==> src/rtl/header_feeder.sv <==
// header_feeder: holds one 80-byte block header for the SHA-256d core and
// serves 32-bit message words (header + padding block) on request. It also
// owns the nonce counter that appears in word 19.
//
// state   | meaning
// --------+-----------------------------------------------------------
// S_LOAD  | accepting header bytes; requests are latched but not served
// S_FULL  | header complete; serves a pending request
// S_SERVE | one-cycle rdy pulse with data valid, then back to S_FULL
module header_feeder (
  input  logic        clk_i,
  input  logic        rst_n_i,
  input  logic        load_en_i,
  input  logic [7:0]  load_data_i,
  input  logic        clear_i,
  input  logic        nonce_inc_i,
  input  logic        req_i,
  input  logic [4:0]  addr_i,
  output logic [31:0] data_o,
  output logic        rdy_o,
  output logic        full_o,
  output logic [31:0] nonce_o,
  output logic        wrap_o
);

  typedef enum logic [1:0] {
    S_LOAD  = 2'd0,
    S_FULL  = 2'd1,
    S_SERVE = 2'd2
  } state_t;

  state_t      state_q;
  logic [6:0]  cnt_q;
  logic [31:0] words_q [19];
  logic [31:0] nonce_q;
  logic [31:0] data_q;
  logic [4:0]  addr_q;
  logic        pending_q;
  logic        d_req_q;
  logic        rdy_q;
  logic        full_q;
  logic        wrap_q;
  logic [31:0] word_d;

  // Word selection for the latched address: stored header, byte-swapped
  // nonce, then the fixed padding block for a 640-bit message.
  always_comb begin
    word_d = '0;
    if (addr_q < 5'd19) begin
      word_d = words_q[addr_q];
    end else begin
      case (addr_q)
        5'd19:   word_d = {nonce_q[7:0], nonce_q[15:8], nonce_q[23:16], nonce_q[31:24]};
        5'd20:   word_d = 32'h8000_0000;
        5'd31:   word_d = 32'h0000_0280;
        default: word_d = '0;
      endcase
    end
  end

  // Load / serve FSM with request edge capture and the nonce counter.
  always_ff @(posedge clk_i or negedge rst_n_i) begin
    if (!rst_n_i) begin
      state_q   <= S_LOAD;
      cnt_q     <= '0;
      nonce_q   <= '0;
      data_q    <= '0;
      addr_q    <= '0;
      pending_q <= 1'b0;
      d_req_q   <= 1'b0;
      rdy_q     <= 1'b0;
      full_q    <= 1'b0;
      wrap_q    <= 1'b0;
      for (int i = 0; i < 19; i++) words_q[i] <= '0;
    end else begin
      d_req_q <= req_i;
      rdy_q   <= 1'b0;
      wrap_q  <= 1'b0;
      if (clear_i) begin
        state_q   <= S_LOAD;
        cnt_q     <= '0;
        pending_q <= 1'b0;
        full_q    <= 1'b0;
      end else begin
        case (state_q)
          S_LOAD: begin
            if (load_en_i) begin
              // Bytes 76..79 are the nonce, little-endian as on the wire.
              if (cnt_q[6:2] == 5'd19) begin
                case (cnt_q[1:0])
                  2'd0:    nonce_q[7:0]   <= load_data_i;
                  2'd1:    nonce_q[15:8]  <= load_data_i;
                  2'd2:    nonce_q[23:16] <= load_data_i;
                  default: nonce_q[31:24] <= load_data_i;
                endcase
              end else begin
                case (cnt_q[1:0])
                  2'd0:    words_q[cnt_q[6:2]][31:24] <= load_data_i;
                  2'd1:    words_q[cnt_q[6:2]][23:16] <= load_data_i;
                  2'd2:    words_q[cnt_q[6:2]][15:8]  <= load_data_i;
                  default: words_q[cnt_q[6:2]][7:0]   <= load_data_i;
                endcase
              end
              cnt_q <= cnt_q + 7'd1;
              if (cnt_q == 7'd79) begin
                state_q <= S_FULL;
                full_q  <= 1'b1;
              end
            end
          end
          S_FULL: begin
            if (pending_q) begin
              data_q    <= word_d;
              pending_q <= 1'b0;
              rdy_q     <= 1'b1;
              state_q   <= S_SERVE;
            end
          end
          S_SERVE: state_q <= S_FULL;
          default: state_q <= S_LOAD;
        endcase
        // A new edge overrides the pending clear of a same-cycle serve.
        if (req_i && !d_req_q) begin
          pending_q <= 1'b1;
          addr_q    <= addr_i;
        end
        // Counting is frozen while the header (and its nonce bytes) loads.
        if (nonce_inc_i && state_q != S_LOAD) begin
          nonce_q <= nonce_q + 32'd1;
          wrap_q  <= &nonce_q;
        end
      end
    end
  end

  assign data_o  = data_q;
  assign rdy_o   = rdy_q;
  assign full_o  = full_q;
  assign nonce_o = nonce_q;
  assign wrap_o  = wrap_q;

endmodule

==> config.mk <==
export PLATFORM = sky130hd
export DESIGN_NAME = header_feeder
export DESIGN_NICKNAME = d
export VERILOG_FILES = /design/src/rtl/header_feeder.sv
export SDC_FILE = /design/constraint.sdc
export NUM_CORES = 2
export LEC_CHECK = 0
export CORE_ASPECT_RATIO = 0.9
export CORE_MARGIN = 4
export CORE_UTILIZATION = 50
export DETAILED_ROUTE_END_ITERATION = 12
export PLACE_DENSITY = 0.67
export SYNTH_ARGS = -nofsm -noshare
export SYNTH_HDL_FRONTEND = slang
export SYNTH_SLANG_ARGS = --single-unit
==> constraint.sdc <==
create_clock -name clk_i -period 3.7 [get_ports clk_i]
set_clock_uncertainty 0.1 [all_clocks]
set_input_delay 0.555 -clock clk_i [delete_from_list [all_inputs] [get_ports clk_i]]
set_output_delay 0.555 -clock clk_i [all_outputs]
set_load 0.01 [all_outputs]
# Word-level counts from Yosys, hierarchy flattened
# Cells that the tools add are included.
# word_totals
out_inout_bits,67
word_cells,130
inputBits,19
reg_bits,691
# op_classes
order_cmp,4
n_bitwise,4
reduce_logical,29
n_eq_ne,13
n_addsub,2
mux,46
# op_table
op,count
bitwise mux 608 bit,4
one-hot mux 608 bit (3 select lines),1
demux 32 bit (select 5 bit),4
2-to-1 mux 32 bit,8
binary-select mux 32 bit (select 5 bit),1
one-hot mux 32 bit (3 select lines),1
2-to-1 mux 8 bit,5
adder 32 x 1 -> 32 bit (second input constant),1
AND reduction 32 bit,1
2-to-1 mux 24 bit,1
2-to-1 mux 7 bit,3
equality test 5 bit (second input constant),4
AND reduction 5 bit,4
nonzero test 2 bit,10
2-to-1 mux 16 bit,1
>= comparator 6 bit (second input constant),2
2-to-1 mux 1 bit,12
NOT 5 -> 6 bit,2
!= test 3 bit (second input constant),3
AND reduction 3 bit,3
2-to-1 mux 2 bit,4
adder 7 x 1 -> 7 bit (second input constant),1
equality test 7 bit (second input constant),1
less-than comparator 6 x 1 -> 1 bit (second input constant),1
other kinds (13),20

# Longest topological paths before layout
# depth
depth_word,7
depth_mapped,11
mapped_depth_nobuf,7

# Worst setup path before layout
# OpenSTA, ideal clock, no wires.
# synth_timing
path_type,reg-to-reg
startpoint,register cnt_q[0]
endpoint,register with a tool-made name
setup_time_ps,132
required_ps,3468
synth_period_minus_slack_ps,2383
n_path_buf,4
t_arrival_ps,2151
slack_ps,1317
stages_incl_launch_ff,11
cell_sequence,dfrtp_1 > ha_1 > clkbuf_1 > inv_1 > o211ai_2 > or3_1 > buf_2 > buf_6 > a21o_1 > buf_2 > o2bb2ai_1
# synth_rtl
item,line_no,source
"start, declared",33,logic [6:0] cnt_q;
"start signal, assigned",104,cnt_q <= cnt_q + 7'd1;

# Worst setup path in the final report
# layout_timing
startpoint,register addr_q[0]
endpoint,"register data_q[19], in the netlist data_o[19]"
# layout_between
elab_chain_len,5
elab_cells_between_ends,10
classes_between,order compare: 1; eq/ne: 3; mux: 5; bitwise: 1
# layout_rtl
item,line_no,source
"start, declared",37,logic [4:0] addr_q;
"start signal, assigned",125,addr_q <= addr_i;
NOT 5 -> 6 bit (implied by the code),50,word_d = words_q[addr_q];
binary-select mux 32 bit (select 5 bit),50,
2-to-1 mux 32 bit (implied by the code) (2 in a row),50,
2-to-1 mux 32 bit (*),49,if (addr_q < 5'd19) begin
"end signal, assigned",113,data_q <= word_d;
"end, declared",36,logic [31:0] data_q;
# Every way passes the cells marked *; elsewhere a longest branch is shown, timed or not. The select of a mux whose other input is x is not followed.
# A chain may end at the register's enable or synchronous reset.

==> results.toml <==
[power_and_ir_drop]
p_seq_frac = 0.450
p_int_w = 0.01270
p_comb_frac = 0.127
irDropWorstVdd_mv = 0.4091
p_clk_frac = 0.422
p_sw_frac = 0.2755
leakage_nw = 16.23
p_per_area_mw_per_mm2 = 478.3
power.switching_w = 0.004828

[die]
core_area_sq_mm = 0.06397
start_util = 0.5040
ios = 86
die-width_um = 275.7
fp.dieH_um = 248.9
fp.dieArea_sq_mm = 0.06862
rows = 88

[synth]
dominantRegCellSynth = "dfrtp_1"
syn_nets = 2653
synth_top_area_share = 0.5363
ys_ff_latch = 691
ys_seq_area_frac = 0.5363
synth.largest_area_cell = "dfrtp_1"
syn-cell-area_sq_mm = 0.03224
synthTopCellsByArea = "dfrtp_1 54%, a22o_1 9.4%, o2bb2ai_1 6.5%"
yosysWarnings = 0
syn-instance-count = 2628
synth.distinct_cells = 72
syn_avg_cell_area_sq_um = 12.27
synthArstFlopShare = 1.000
synth_edf_count = 0

[clock_tree]
insertion_delay_ns = 0.63
clockBufferDepth = 3
htree_levels = 3
clock_tree.root_cell = "clkbuf_16"
cts_num_sinks = 691
cts_tree = "done"
path_clk_slew_ns = 0.06
cts_resized = 0
numCtsBuffers = 72

[global_route]
grt_max_degree = 122
antenna_found_initial = 4
grt_usage = 0.3107
grt_pass1_vias = 25360
grt_overflow_total = 0
grt_pass1_wl_um = 163600

[route]
ant_nets = 0
vias = 25260
drt-vias-per-instance = 7.058
dr.pass1.iters = 6
drt_first_iter_violations = 3185
drc_errors = 0
wl_per_cell_um = 29.91
wirelength_um = 107000
dr_wl_met2_um = 45250
highest_layer = "met5"
wl_met1_um = 45140
route.met3.wl_um = 11890

[setup_path]
crit_arrival_ns = 3.62
path_max_fanout = 30
crit_required_ns = 4.14
cp-end-kind = "flip-flop"
worst-path-buf-inv = 2
crit_slowest_cell = "nor2b_1"
criticalPathCategory = "flip-flop to flip-flop"
cp-start-kind = "flip-flop"
cp_common_cell = "buf_4"
cp_top_family = "simple AND/OR/NAND/NOR gates"
crit_path_cell_trace = "nor2b_1 -> and4_1 -> buf_4 -> a221oi_1 -> buf_4 -> a21oi_1"
max_stage_delay_ns = 0.99

[placement]
pre_cts_slack_ns = 0.2005
port_buffers = 85
dp_hpwl_um = 71850
place_congestion = 0.9906

[layout]
final_common_cell = "dfrtp_1"
final_nets = 2693
regArea_sq_mm = 0.01730
final_cell_mix = "688 x dfrtp_1, 346 x a22o_1, 238 x o2bb2ai_1, 121 x nand2_1, 121 x buf_4"
drive_gt1_frac = 0.1888
area_growth_pct = 13.65
num_antenna_cells = 0
multiInputGateArea_sq_mm = 0.01384
fillers = 5180

[sta]
fin_tns_setup_ns = 0
maxSlewViolCount = 0
finalSetupViolCount = 0
min_period_over_period = 0.8593
fmax_mhz = 314.5
period_minus_slack_ns = 3.179
rsz0062_at_grt = "false"
relSlewSlack = 0.2077
hold_viol = 0
worst_slew_pin_slew_ns = 1.186
fin_ws_ns = 0.5207

[worst_hold_path]
min_path_type = "primary input to flip-flop"

[run]
cap_violations = 0

[outcome]
outcome = "finished, final reports clean"
[worst register-to-register path: stages, from the launching register on]
cell and delay, ns:
dfrtp_4 0.76, nor2b_1 1.01, and4_1 0.30, buf_4 0.35, a221oi_1 0.28, buf_4 0.20, a21oi_1 0.12
[power groups by stage]
| stage | clock [W] | combinational (W) | sequential (W) |
|---|---|---|---|
| 6_report | 0.00740 | 0.00223 | 0.00789 |
| 3_5_place_dp | 0 | 0.00220 | 0.00801 |
| 2_1_floorplan | 0 | 0.00129 | 0.00792 |
| 3_3_place_gp | 0 | 0.00216 | 0.00801 |
| 4_1_cts | 0.00747 | 0.00220 | 0.00788 |
| 5_1_grt | 0.00779 | 0.00235 | 0.00790 |
[cell usage after synthesis, drive strengths merged (13+ instances only)]
master,number
mux4,70
a22o,346
o2bb2ai,238
mux2,77
buf,89
dfrtp,691
a31oi,17
a221oi,51
nor3,40
o22ai,26
a21oi,50
mux2i,52
nand3,30
a211oi,25
clkbuf,165
a21o,36
o21ai,139
nor2b,33
a22oi,50
o22a,17
inv,13
nor2,137
nand2,131
[cell type report]
class	count	area share
repair buffers	220	0.05443
clock inverters	26	0.007921
flip-flops and latches	691	0.4722
well taps	855	0.02919
inverters	14	0.001434
multi-input cells	1669	0.3776
clock buffers	103	0.05729
[metal layers]
layer  global-route usage  vias to the layer above
li1                     -                    10270
met2               0.4358                     1598
met3              0.08687                      308
met1               0.4613                    13080
met4               0.1170                        2
met5                    0                        -
[path summary, 6_finish.rpt]
| kind | slack, ns | from | end | depth (start not counted) |
|---|---|---|---|---|
| worst max register to register | 0.52 | addr_q[0] | data_o[19] | 6 |
| min in group asynchronous | 0.38 | rst_n_i | asynchronous set/reset pin | 2 |
| max in group asynchronous | 1.97 | rst_n_i | asynchronous set/reset pin | 3 |
| worst min-delay path | 0.35 | load_data_i[6] | flip-flop | 2 |
| worst min register to register | 0.38 | data_o[9] | data_o[9] | 1 |
| worst max-delay path | 0.52 | addr_q[0] | data_o[19] | 6 |
[stage by stage]
stage	hold slack, ns	instances	power, W	utilization	cell area (sq um)
final	0.3516	3578	0.01753	0.5728	36650
after global routing	0.3316	3578	0.01804	0.5728	36650
after CTS	0.3088	3578	0.01755	0.5728	36650
after detailed placement	0.3663	3448	0.01021	0.5353	34250
after global placement	0.3631	3448	0.01017	0.5353	34250
after floorplan	0.1594	2628	0.009208	-	32240
[cell families (layout without fill, tap and decap cells)]
logic type               after synthesis  in the layout  share of synthesized area
multiplexers                         199            199                    0.09192
XOR/XNOR                               6              6                   0.001630
flip-flops                           691            691                     0.5363
buffers and inverters                268            363                    0.03574
adder cells (fa/ha/maj)                6              6                   0.002328
AND/OR/NAND/NOR                      431            431                    0.07730
AO/OA/AOI/OAI                       1027           1027                     0.2548
[what timing repair did]
item                      in CTS  in global routing
setup buffers                  0                  0
hold buffers                   1                  0
hold endpoints to repair      52                  0
No activity file was read; power rests on OpenSTA's default activity.
